`config.mk`:
```
export PLATFORM = sky130hd
export DESIGN_NAME = cache_axi_arbiter
export DESIGN_NICKNAME = d
export VERILOG_FILES = /design/src/rtl/cache_axi_arbiter_pkg.sv /design/src/rtl/cache_axi_arbiter_fixed_prio_grant.sv /design/src/rtl/cache_axi_arbiter.sv
export SDC_FILE = /design/constraint.sdc
export NUM_CORES = 1
export LEC_CHECK = 0
export CAP_MARGIN = 30
export CORE_AREA = 2 2 383 385
export DETAILED_ROUTE_END_ITERATION = 16
export DIE_AREA = 0 0 385 387
export HOLD_SLACK_MARGIN = 0.03
export SKIP_LAST_GASP = 1
export SLEW_MARGIN = 10
export SYNTH_ARGS = -nofsm -noshare
export SYNTH_HDL_FRONTEND = slang
export SYNTH_SLANG_ARGS = --single-unit
```
`constraint.sdc`:
```
create_clock -name clk -period 2.9 [get_ports clk]
set_input_delay 0.87 -clock clk [delete_from_list [all_inputs] [get_ports clk]]
set_output_delay 0.87 -clock clk [all_outputs]
set_load 0.005 [all_outputs]
```
`src/rtl/cache_axi_arbiter_pkg.sv`:
```
// cache_axi_arbiter_pkg: shared types, owner encodings and line-address helpers for the cache AXI arbiter
package cache_axi_arbiter_pkg;
  typedef enum logic [2:0] {LT_W, LT_B, LT_H, LT_BU, LT_HU} LoadType;
  typedef enum logic [1:0] {R_IDLE, R_REQ, R_WAIT} rd_state_t;
  typedef enum logic [1:0] {W_IDLE, W_REQ, W_WAIT} wr_state_t;
  typedef logic [1:0] owner_t;
  localparam owner_t OWN_I = 2'd0;
  localparam owner_t OWN_D = 2'd1;
  localparam owner_t OWN_U = 2'd2;
  localparam int LINE_ADDR_MSB = 31;
  localparam int LINE_ADDR_LSB = 4;
  function automatic logic same_line(input logic [31:0] a, input logic [31:0] b);
    return a[LINE_ADDR_MSB:LINE_ADDR_LSB] == b[LINE_ADDR_MSB:LINE_ADDR_LSB];
  endfunction
endpackage

```
`src/rtl/cache_axi_arbiter_fixed_prio_grant.sv`:
```
// fixed_prio_grant: one-hot picker, bit 0 has highest priority
module fixed_prio_grant #(
  parameter int N = 2
) (
  input  logic [N-1:0] req_i,
  output logic [N-1:0] gnt_o
);
  assign gnt_o = req_i & (~req_i + N'(1));
endmodule

```
`src/rtl/cache_axi_arbiter.sv`:
```
// cache_axi_arbiter: shares one downstream read/write request port between icache, dcache and uncached port
module cache_axi_arbiter
  import cache_axi_arbiter_pkg::*;
(
  input  logic          clk,
  input  logic          rst,
  input  logic          ic_rd_req_i,
  input  logic [31:0]   ic_rd_addr_i,
  output logic          ic_rd_rdy_o,
  output logic          ic_ret_valid_o,
  output logic [127:0]  ic_ret_data_o,
  output logic          ic_wr_rdy_o,
  output logic          ic_wr_valid_o,
  input  logic          dc_rd_req_i,
  input  logic [31:0]   dc_rd_addr_i,
  output logic          dc_rd_rdy_o,
  output logic          dc_ret_valid_o,
  output logic [127:0]  dc_ret_data_o,
  input  logic          dc_wr_req_i,
  input  logic [31:0]   dc_wr_addr_i,
  input  logic [127:0]  dc_wr_data_i,
  output logic          dc_wr_rdy_o,
  output logic          dc_wr_valid_o,
  input  logic          uc_rd_req_i,
  input  logic [31:0]   uc_rd_addr_i,
  input  LoadType       uc_rd_loadtype_i,
  output logic          uc_rd_rdy_o,
  output logic          uc_ret_valid_o,
  output logic [31:0]   uc_ret_data_o,
  input  logic          uc_wr_req_i,
  input  logic [31:0]   uc_wr_addr_i,
  input  logic [31:0]   uc_wr_data_i,
  input  logic [3:0]    uc_wr_wstrb_i,
  output logic          uc_wr_rdy_o,
  output logic          uc_wr_valid_o,
  output logic          m_rd_req_o,
  output logic [31:0]   m_rd_addr_o,
  output logic          m_rd_line_o,
  output LoadType       m_rd_loadtype_o,
  input  logic          m_rd_rdy_i,
  input  logic          m_ret_valid_i,
  input  logic [127:0]  m_ret_data_i,
  output logic          m_wr_req_o,
  output logic [31:0]   m_wr_addr_o,
  output logic [127:0]  m_wr_data_o,
  output logic [3:0]    m_wr_strb_o,
  output logic          m_wr_line_o,
  input  logic          m_wr_rdy_i,
  input  logic          m_wr_valid_i
);
  rd_state_t    rd_state_q, rd_state_d;
  wr_state_t    wr_state_q, wr_state_d;
  owner_t       rd_own_q, rd_own_d, wr_own_q, wr_own_d;
  logic [31:0]  rd_addr_q, rd_addr_d, wr_addr_q, wr_addr_d;
  logic         rd_line_q, rd_line_d, wr_line_q, wr_line_d;
  LoadType      rd_lt_q, rd_lt_d;
  logic [127:0] wr_data_q, wr_data_d;
  logic [3:0]   wr_strb_q, wr_strb_d;
  logic [2:0]   rd_elig, rd_gnt;
  logic [1:0]   wr_elig, wr_gnt;
  logic         dc_haz, uc_haz, rd_done, wr_done;
  assign wr_elig = (wr_state_q == W_IDLE && !rst) ? {uc_wr_req_i, dc_wr_req_i} : 2'b00;
  fixed_prio_grant #(.N(2)) u_wr_gnt (.req_i(wr_elig), .gnt_o(wr_gnt));
  assign dc_haz = (wr_state_q != W_IDLE && wr_own_q == OWN_D && same_line(wr_addr_q, dc_rd_addr_i))
                || (wr_gnt[0] && same_line(dc_wr_addr_i, dc_rd_addr_i));
  assign uc_haz = (wr_state_q != W_IDLE && wr_own_q == OWN_U) || wr_gnt[1];
  assign rd_elig = (rd_state_q == R_IDLE && !rst) ? {ic_rd_req_i, dc_rd_req_i & ~dc_haz, uc_rd_req_i & ~uc_haz} : 3'b000;
  fixed_prio_grant #(.N(3)) u_rd_gnt (.req_i(rd_elig), .gnt_o(rd_gnt));
  assign rd_done = rd_state_q == R_WAIT && m_ret_valid_i && !rst;
  assign wr_done = wr_state_q == W_WAIT && m_wr_valid_i && !rst;
  assign uc_rd_rdy_o = rd_gnt[0];
  assign dc_rd_rdy_o = rd_gnt[1];
  assign ic_rd_rdy_o = rd_gnt[2];
  assign dc_wr_rdy_o = wr_gnt[0];
  assign uc_wr_rdy_o = wr_gnt[1];
  assign ic_wr_rdy_o = 1'b0;
  assign ic_wr_valid_o = 1'b0;
  assign ic_ret_valid_o = rd_done && rd_own_q == OWN_I;
  assign dc_ret_valid_o = rd_done && rd_own_q == OWN_D;
  assign uc_ret_valid_o = rd_done && rd_own_q == OWN_U;
  assign ic_ret_data_o = ic_ret_valid_o ? m_ret_data_i : '0;
  assign dc_ret_data_o = dc_ret_valid_o ? m_ret_data_i : '0;
  assign uc_ret_data_o = uc_ret_valid_o ? m_ret_data_i[31:0] : '0;
  assign dc_wr_valid_o = wr_done && wr_own_q == OWN_D;
  assign uc_wr_valid_o = wr_done && wr_own_q == OWN_U;
  assign m_rd_req_o = rd_state_q == R_REQ;
  assign m_rd_addr_o = rd_addr_q;
  assign m_rd_line_o = rd_line_q;
  assign m_rd_loadtype_o = rd_lt_q;
  assign m_wr_req_o = wr_state_q == W_REQ;
  assign m_wr_addr_o = wr_addr_q;
  assign m_wr_data_o = wr_data_q;
  assign m_wr_strb_o = wr_strb_q;
  assign m_wr_line_o = wr_line_q;
  // read FSM next state: latch the winner in idle, then handshake, then wait for return
  always_comb begin
    rd_state_d = rd_state_q;
    rd_own_d = rd_own_q;
    rd_addr_d = rd_addr_q;
    rd_line_d = rd_line_q;
    rd_lt_d = rd_lt_q;
    if (|rd_gnt) begin
      rd_state_d = R_REQ;
      rd_own_d = rd_gnt[0] ? OWN_U : rd_gnt[1] ? OWN_D : OWN_I;
      rd_addr_d = rd_gnt[0] ? uc_rd_addr_i : rd_gnt[1] ? dc_rd_addr_i : ic_rd_addr_i;
      rd_line_d = !rd_gnt[0];
      rd_lt_d = rd_gnt[0] ? uc_rd_loadtype_i : LT_W;
    end else if (rd_state_q == R_REQ && m_rd_rdy_i) begin
      rd_state_d = R_WAIT;
    end else if (rd_done) begin
      rd_state_d = R_IDLE;
    end
  end
  // write FSM next state: dcache writes whole lines, uncache writes one strobed word
  always_comb begin
    wr_state_d = wr_state_q;
    wr_own_d = wr_own_q;
    wr_addr_d = wr_addr_q;
    wr_data_d = wr_data_q;
    wr_strb_d = wr_strb_q;
    wr_line_d = wr_line_q;
    if (|wr_gnt) begin
      wr_state_d = W_REQ;
      wr_own_d = wr_gnt[0] ? OWN_D : OWN_U;
      wr_addr_d = wr_gnt[0] ? dc_wr_addr_i : uc_wr_addr_i;
      wr_data_d = wr_gnt[0] ? dc_wr_data_i : {96'b0, uc_wr_data_i};
      wr_strb_d = wr_gnt[0] ? 4'hF : uc_wr_wstrb_i;
      wr_line_d = wr_gnt[0];
    end else if (wr_state_q == W_REQ && m_wr_rdy_i) begin
      wr_state_d = W_WAIT;
    end else if (wr_done) begin
      wr_state_d = W_IDLE;
    end
  end
  // state and latched request fields; reset aborts any transaction in flight
  always_ff @(posedge clk) begin
    if (rst) begin
      rd_state_q <= R_IDLE;
      wr_state_q <= W_IDLE;
      rd_own_q <= OWN_I;
      wr_own_q <= OWN_I;
      rd_addr_q <= '0;
      wr_addr_q <= '0;
      rd_line_q <= 1'b0;
      wr_line_q <= 1'b0;
      rd_lt_q <= LT_W;
      wr_data_q <= '0;
      wr_strb_q <= '0;
    end else begin
      rd_state_q <= rd_state_d;
      wr_state_q <= wr_state_d;
      rd_own_q <= rd_own_d;
      wr_own_q <= wr_own_d;
      rd_addr_q <= rd_addr_d;
      wr_addr_q <= wr_addr_d;
      rd_line_q <= rd_line_d;
      wr_line_q <= wr_line_d;
      rd_lt_q <= rd_lt_d;
      wr_data_q <= wr_data_d;
      wr_strb_q <= wr_strb_d;
    end
  end
endmodule
```
==> results.md, run 1 <==
* Num Clock Sinks at 208
* Drt first pass iters at 5
* Gr ovfl total at 0
* Placer Congestion at between 0.9 and 1
* Most frequent cells in the layout: clkdlybuf4s50_1, buf_6, buf_4
* CTS clk-pin slew, worst paths at 0.06 ns
* Synth Instances at 1,173
* P&R area growth vs syn at 168%
* Endpoints failing setup at 294
* CP Launch Type: input port
* Slowest CP cell: nor4_4
* Starting Density at under 10%
* # fillers at around 16,000
* Post-route DRC at 0
* DRT iter0 DRCs at 1,067
* Port Buffer Count at 966
* Via density at 3.48
* Top FF cell, synth: dfxtp_1
* Fmax achieved at 278 MHz
* Synth warn at 0
* LEAKAGE at 12.1 nW
* Die span in x at 385 um
* Total power at between 10 and 15 mW
* CTS max path bufs at 3
* Worst Path Arrival at 2.73 ns
* Crit-path max FO at 6
* Failing checks: setup timing
* Worst Tran Pin Value at 0.716 ns
* Worst path cell trace: buf_8 > nand3b_1 > buf_6 > nor4_4 > buf_6 > buf_12 > clkbuf_16 > buf_4 > buf_8 > buf_4 > buf_4 > and2_4 > buf_2
* Synth area leaders: dfxtp_1, and2_1, a22o_1, a22oi_1, nand2_1
* Reg2Reg Depth at 11
* Cell variety after synth at 42
* Clock H-tree levels at 1
* Fin crit share at 124%
* CTS Hold Bufs at 0
* Critical Path Sink Type: output pin
* Slowest stage delay, CP at 0.28 ns
* Antenna violations before repair at 119
* Number of synthesized register bits at 208
* Number of synthesized flops with an enable pin at 0
* Final WL at 126,000 um
* Ratio of cells with drive above 1 in the final layout at between 30% and 40%
* Slew HR at 52.3%
* Area leader, netlist: dfxtp_1
* Routed WL per cell at just under 30 um
* Post-synthesis cell area at about 10,000 um2
* Run status: complete, but fails checks
* Row cnt at 140
* Yosys top cell area share at 40.3%
* Final min period at ~3.6 ns
* Clk_lat worst skew at 0.64 ns
* First-pass GRT wire length at 150,000 um
* Syn Area/Cell at 8.81 um2
* Antenna-violating nets left at 0
* Seq/Total Area, Yosys at 40.3%
* DR vias at 15,200
* Final Hold Fails at 0
* Die height at 387 um
* Crit Path Category: in2out
* Vias in the first global route at ~14,000
* Commonest non-fill, non-tap cell in the layout: clkdlybuf4s50_1
* Io pins at 969
* PwrDens at about 360 nW/um2
* Hold path cells at 2
* Root Buffer: clkbuf_16
* Largest net degree at the start of global routing at 73
* Core ar. at 145,000 um2
* Setup WS post-layout at -0.697 ns
* Die ar. at 149,000 um2
* Layout Nets at 2,888
* Most used cell, CP: buf_4
* Pre-CTS setup slack at -1.35 ns
* Class of the worst hold path: reg2reg
* RSZ-0062 raised after global routing: yes
* Worst-case vdd ir drop at approximately 0.48 mV
* Clk_skew at 0.0588 ns
* Num CTS Buffers at 31
* Max-slew violation count at 0
* WP data required at 2.03 ns
* GRT Total Usage at approximately 15%
* CTS tree: yes
* Max_cap viols at 0
* Post-DP HPWL at 105,000 um
* Synth async-reset ratio at 0%
## what timing repair did
item,CTS,global route
pin swaps,35,78
gates cloned,11,18
resized for setup,426,854
hold endpoints to repair,0,0
setup buffers,36,121
endpoints found under the setup margin,333,318
## area by class of cell
type	count	area, um2	share of cell area (%)
clock inverters	12	155	0.561
flip-flops and latches	208	4180	15.1
diodes	17	42.5	0.154
inverters	42	165	0.597
well taps	1917	2400	8.67
clock buffers	43	861	3.11
repair buffers	1316	13600	49.0
multi-input cells	823	6310	22.8
## stage by stage
stage | TNS [ns] | utilization (%) | hold WS, ns | instances | instance area (um2)
after CTS | -159.45 | 17.8 | 0.444 | 4244 | 25700
after global routing | -152.56 | 19.1 | 0.455 | 4365 | 27600
after detailed placement | -312.42 | 16.5 | 0.434 | 4143 | 23900
final | -141.63 | 19.1 | 0.444 | 4378 | 27700
after floorplan | -21.67 | - | 0.422 | 1174 | 10400
after global placement | -303.54 | 16.5 | 0.430 | 4143 | 23900
## logic make-up after synthesis
| kind of cell | Yosys count | synth area share [%] |
|---|---|---|
| AO/OA/AOI/OAI | 292 | 22.0 |
| flip-flops | 208 | 40.3 |
| buffers and inverters | 143 | 5.51 |
| multiplexers | 27 | 2.62 |
| XOR/XNOR | 56 | 4.75 |
| other | 1 | 0.0363 |
| AND/OR/NAND/NOR | 446 | 24.8 |
## Yosys cell counts, types with 12 or more instances
cell type    n
a21oi_1     66
a22o_1      96
a22oi_1     59
and2_1     290
clkbuf_1    87
dfxtp_1    208
inv_1       41
mux2i_1     27
nand2_1     91
nand3b_1    15
nand4_1     12
nor2_1      12
o221ai_2    18
xnor2_1     23
xor2_1      33
## layer usage
metal / part of all wire [%] / vias up / routed length [um] / global-route usage, %
li1: - / 6607 / - / -
met1: 35 / 7256 / 44000 / 16.3
met2: 48 / 918 / 60200 / 26.8
met3: 14 / 287 / 18100 / 9.27
met4: 2.6 / 150 / 3300 / 2.24
met5: 0.73 / - / 920 / 0
## sequential cells by signal, summed over array words and instances, names as in the netlist
name / flops
m_rd_loadtype_o: 3
m_wr_data_o: 128
wr_state_q: 2
rd_state_q: 2
m_rd_line_o: 1
m_wr_addr_o: 32
m_wr_strb_o: 4
m_rd_addr_o: 32
rd_own_q: 2
wr_own_q: 2
## worst paths after layout
check	startpoint	endpoint	slack, ns
worst min-delay path	wr_own_q[1]	wr_own_q[1]	0.44
worst min register to register	wr_own_q[1]	wr_own_q[1]	0.44
worst max-delay path	rst	dc_ret_data_o[75]	-0.70
worst max register to register	m_wr_addr_o[25]	m_rd_addr_o[15]	0.13
## worst max-delay path: cells and delay by family
| kind | cells | cell delay (ns) |
|---|---|---|
| buf+inv | 10 | 1.26 |
| simple gates | 3 | 0.57 |
## report_power, final
group | internal (mW) | total, mW | switching (mW)
Sequential | 3.12 | 3.33 | 0.208
Combinational | 1.54 | 2.79 | 1.24
Clock | 2.32 | 3.90 | 1.57
Total | 6.98 | 10.0 | 3.02
No activity file was read; power rests on OpenSTA's default activity.
==> inputs of run 2 (changes only) <==
- CTS_CLUSTER_SIZE: default -> 28
- PLACE_DENSITY_LB_ADDON: default -> 0.2
==> results.md, run 2 (same netlist as run 1, synthesis figures left out) <==
* Run status: complete, but fails checks
* Failing checks: setup timing
* Critical Path Stages at 9
* DRT iter0 DRCs at 547
* P&R area growth vs syn at 154%
* CTS max path bufs at 3
* Core ar. at 145,000 um2
* Crit Path Category: in2out
* Max_cap viols at 0
* Total power at 10.0 mW
* Worst Path Arrival at roughly 2.8 ns
* Die span in x at 385 um
* DR vias at 13,400
* Setup TNS at -147.62 ns
* Fin crit share at 125%
* Row cnt at 140
* Reg2reg setup slack at 0.17 ns
* Die height at 387 um
* Clk_skew at between 0.015 and 0.02 ns
* CP Launch Type: input port
* Root Buffer: clkbuf_16
* Delay-heaviest family, CP: simple AND/OR/NAND/NOR gates
* Post-route DRC at 0
* Antenna violations before repair at 32
* LEAKAGE at about 10 nW
* Final min period at around 3.6 ns
* Worst Tran Pin Value at 0.647 ns
* Critical Path Sink Type: output pin
* PwrDens at 382 nW/um2
* Via density at approximately 3.2
* # fillers at 16,200
* Worst-case vdd ir drop at about 0.29 mV
* Multi-input gate area at a little over 6000 um2
* Layout Nets at approximately 2,800
* Placer Congestion at 0.834
* Num CTS Buffers at 34
* Setup WS post-layout at -0.734 ns
* Port Buffer Count at 966
* Clk_lat worst skew at 0.56 ns
* Final Non-Filler Cells at 4,259
* First-pass GRT wire length at 122,000 um
* Vias in the first global route at 13,800
* Starting Density at 7.13%
* Worst path cell trace: buf_12 > xor2_4 > nor4_4 > buf_4 > nand4_1 > o211a_1 > and2_4 > nor3_4 > buf_2
* CTS tree: yes
* Antenna-violating nets left at 0
* Most frequent cells in the layout: clkdlybuf4s50_1, dfxtp_1, and2_1
* Commonest non-fill, non-tap cell in the layout: clkdlybuf4s50_1
* CP Buf/Inv Count at 3
* Gr ovfl total at 0
* Max-slew violation count at 0
* Fmax achieved at ~280 MHz
* Number of flip-flops in the largest register at 128
* Crit-path max FO at 2
* Final Hold Fails at 0
* Reg area at 4160 um2
* Largest net degree at the start of global routing at 105
* Io pins at 969
* Reg2Reg Depth at 10
* Drt first pass iters at 5
* Class of the worst hold path: reg2reg
* Placed cell count at 4,122
* Slowest CP cell: nor4_4
* Final WL at about 94,000 um
* GRT Total Usage at 12.0%
* Ratio of cells with drive above 1 in the final layout at 25.8%
* Hold path cells at 2
* Clock H-tree levels at 2
* CTS clk-pin slew, worst paths at 0.06 ns
* Slowest stage delay, CP at about 0.4 ns
* Die ar. at 149,000 um2
* Endpoints failing setup at 326
* WP data required at about 2.0 ns
* Routed WL per cell at 22.2 um
* Slew HR at between 50 and 60%
* Num Clock Sinks at 208
* Post-DP HPWL at 76,400 um
* RSZ-0062 raised after global routing: yes
run 2: path summary, 6_finish.rpt:
check	from	endpoint
worst max register to register	m_wr_addr_o[16]	m_rd_addr_o[16]
worst max-delay path	dc_wr_addr_i[31]	ic_rd_rdy_o
worst min register to register	wr_own_q[1]	wr_own_q[1]
worst min-delay path	wr_own_q[1]	wr_own_q[1]
run 2: metrics by stage:
| stage | instance area, um2 | hold slack (ns) | util, % | setup slack (ns) |
|---|---|---|---|---|
| after global placement | 23800 | 0.436 | 16.4 | -1.82 |
| after detailed placement | 23800 | 0.440 | 16.4 | -1.81 |
| after floorplan | 10400 | 0.422 | - | -0.110 |
| after global routing | 26200 | 0.463 | 18.1 | -0.709 |
| final | 26200 | 0.446 | 18.1 | -0.734 |
| after CTS | 25700 | 0.450 | 17.7 | -0.640 |
run 2: area by class of cell:
type	count	share of cell area, %
tap	1917	9.14
antenna	9	0.0858
clock buffer	45	3.60
inverter	42	0.601
clock inverter	12	0.491
sequential	208	15.9
multi-input combinational	823	23.5
timing repair buffer	1203	46.7
run 2: layer usage:
| layer | routed length [um] | global-route usage, % |
|---|---|---|
| met2 | 47000 | 21.3 |
| met5 | 91 | 0 |
| met4 | 3210 | 3.96 |
| met1 | 35800 | 13.1 |
| met3 | 8330 | 4.09 |
run 2: timing repair:
item / CTS / global route
hold buffers: 0 / 0
pin swaps: 60 / 33
cloned: 8 / 4
setup endpoints to repair: 339 / 323
resized for setup: 624 / 262
setup buffers: 47 / 22
run 2: where the power goes:
| group | total, mW | internal (mW) | switching (mW) |
|---|---|---|---|
| logic | 2.58 | 1.49 | 1.09 |
| clock network | 4.17 | 2.46 | 1.71 |
| registers | 3.28 | 3.12 | 0.160 |
run 2: worst min-delay path, delay by kind of cell, from the launching register on:
family           cells  cell delay, ns
flip-flops           1            0.31
AND/OR/NAND/NOR      2            0.09
==> inputs of run 3 (changes only) <==
- PLACE_DENSITY: default -> 0.3
- PLACE_DENSITY_LB_ADDON: 0.2 -> default
- SLEW_MARGIN: 10 -> 20
==> results.md, run 3 (same netlist as run 1, synthesis figures left out) <==
* Run status: complete, but fails checks
* Failing checks: setup timing
* Slew HR at a little over a third
* Worst Tran Pin Value at 0.951 ns
* CP Launch Type: input port
* Share of power burned in combinational logic at 25.9%
* Max_cap viols at 0
* Multi-input gate area at 6090 um2
* Final min period at 3.53 ns
* Largest net degree at the start of global routing at 106
* PwrDens at approximately 380 nW/um2
* Worst-case vdd ir drop at 0.430 mV
* Ratio of cells with drive above 1 in the final layout at about a quarter
* CTS tree: yes
* Antenna-violating nets left at 0
* Clock share of power at about two fifths
* Die span in x at 385 um
* Root Buffer: clkbuf_16
* Post-route DRC at 0
* CTS clk-pin slew, worst paths at 0.06 ns
* Fmax achieved at 284 MHz
* Reg area at about 4200 um2
* Port Buffer Count at 966
* Vias in the first global route at about 14,000
* Post-DP HPWL at 79,100 um
* Die ar. at 149,000 um2
* Sw power at 2.85 mW
* Switching Share at 28.9%
* DRT iter0 DRCs at about 540
* Num CTS Buffers at 31
* Placer Congestion at 0.811
* Critical R2R Launch: m_wr_addr_o[30]
* Endpoints failing setup at 300
* Setup TNS at -128.01 ns
* Cell-internal power at 7.02 mW
* GRT Total Usage at 12.4%
* Die height at 387 um
* Final WL at 97,100 um
* Fin crit share at 122%
* Core ar. at ~140,000 um2
* WP data required at 2.03 ns
* Hold path cells at 2
* R2r endpoint: m_rd_addr_o[18]
* CTS max path bufs at 3
* Num Clock Sinks at 208
* Flop pwr share at 33.4%
* Via density at 3.14
* Drt first pass iters at 4
* Starting Density at 7.13%
* Clock H-tree levels at 1
* Finished layout cell area at 25,900 um2
* Final Hold Fails at 0
* Placed Area at roughly 24,000 um2
* Critical Path Sink Type: output pin
* Crit Path Category: in2out
* Crit-path max FO at 17
* Commonest non-fill, non-tap cell in the layout: clkdlybuf4s50_1
* DR vias at approximately 13,000
* Setup crit end: ic_ret_data_o[23]
* Reg2Reg Depth at 10
* Io pins at 969
* Class of the worst hold path: reg2reg
* RSZ-0062 raised after global routing: yes
* Gr ovfl total at 0
* Reg2reg setup slack at -0.14 ns
* # fillers at approximately 16,000
* Clk_skew at 0.0323 ns
* Layout Nets at 2,774
* Number of flip-flops in the largest register at approximately 130
* Max-slew violation count at 0
* Setup WS post-layout at -0.625 ns
* Routed WL per cell at 22.8 um
* LEAKAGE at 10.2 nW
* Pre-CTS setup slack at -1.39 ns
* Clk_lat worst skew at 0.62 ns
* CP startpoint: rst
* P&R area growth vs syn at 151%
* Worst Path Arrival at between 2 and 3 ns
* First-pass GRT wire length at 127,000 um
* Layout Utilization at approximately 18%
* Most frequent cells in the layout: clkdlybuf4s50_1, and2_1, dfxtp_1
* Antenna violations before repair at 33
* Row cnt at 140
[run 3: changes by cell type in the layout (fill, tap and decap cells not counted), sizes merged]
cell / before / now
dlygate4sd2: 55 / 69
buf: 383 / 374
clkdlybuf4s50: 740 / 736
clkdlybuf4s15: 17 / 14
clkinv: 6 / 4
diode: 9 / 7
bufinv: 2 / 3
clkbuf: 52 / 53
clkinvlp: 3 / 2
[run 3: worst min path at each step]
stage,slack [ns],end,from
floorplan,0.42,wr_own_q[1],wr_own_q[1]
global placement,0.43,wr_own_q[1],wr_own_q[1]
detailed placement,0.44,wr_own_q[1],wr_own_q[1]
CTS,0.45,wr_own_q[1],wr_own_q[1]
global route,0.47,m_wr_data_o[25],m_wr_data_o[25]
finish,0.45,m_wr_data_o[26],m_wr_data_o[26]
[run 3: routing by layer]
layer | share of wire (%) | up-vias | GRT usage, %
li1 | - | 6361 | -
met1 | 42 | 6259 | 15.1
met2 | 47 | 629 | 21.1
met3 | 8.2 | 104 | 3.92
met4 | 2.2 | 10 | 2.79
met5 | 0.069 | - | 0
[run 3: worst max-delay path: stages]
cell and delay (ns):
buf_12 0.12, nand3b_1 0.16, buf_6 0.15, nor4_4 0.19, buf_12 0.19, buf_12 0.16, and2_1 0.20, clkdlybuf4s50_1 0.57
[run 3: area by class of cell]
class	instances	share of cell area, %
tap	1917	9.25
multi-input combinational	823	23.5
clock buffer	45	3.54
sequential	208	16.1
inverter	42	0.608
timing repair buffer	1202	46.5
antenna	7	0.0676
clock inverter	10	0.516
[run 3: power by group through the flow]
stage,clock network [mW],logic [mW],registers [mW]
2_1_floorplan,0,0.626,3.33
3_3_place_gp,0,2.57,3.34
3_5_place_dp,0,2.56,3.34
4_1_cts,4.24,2.60,3.29
5_1_grt,4.31,2.74,3.32
6_report,4.02,2.55,3.29
[run 3: what timing repair did]
item,4_1_cts,5_1_grt
buffers inserted,48,21
endpoints found under the setup margin,331,302
hold buffers,0,0
gates cloned,13,1
hold endpoints to repair,0,0
pin swaps,55,25
gates resized for setup,710,193
[run 3: per-stage QoR]
stage	hold WS, ns	power, mW	instances
2_1_floorplan	0.422	3.96	1174
3_5_place_dp	0.437	5.90	4120
4_1_cts	0.447	10.1	4232
5_1_grt	0.467	10.4	4252
3_3_place_gp	0.433	5.92	4120
6_report	0.447	9.86	4254
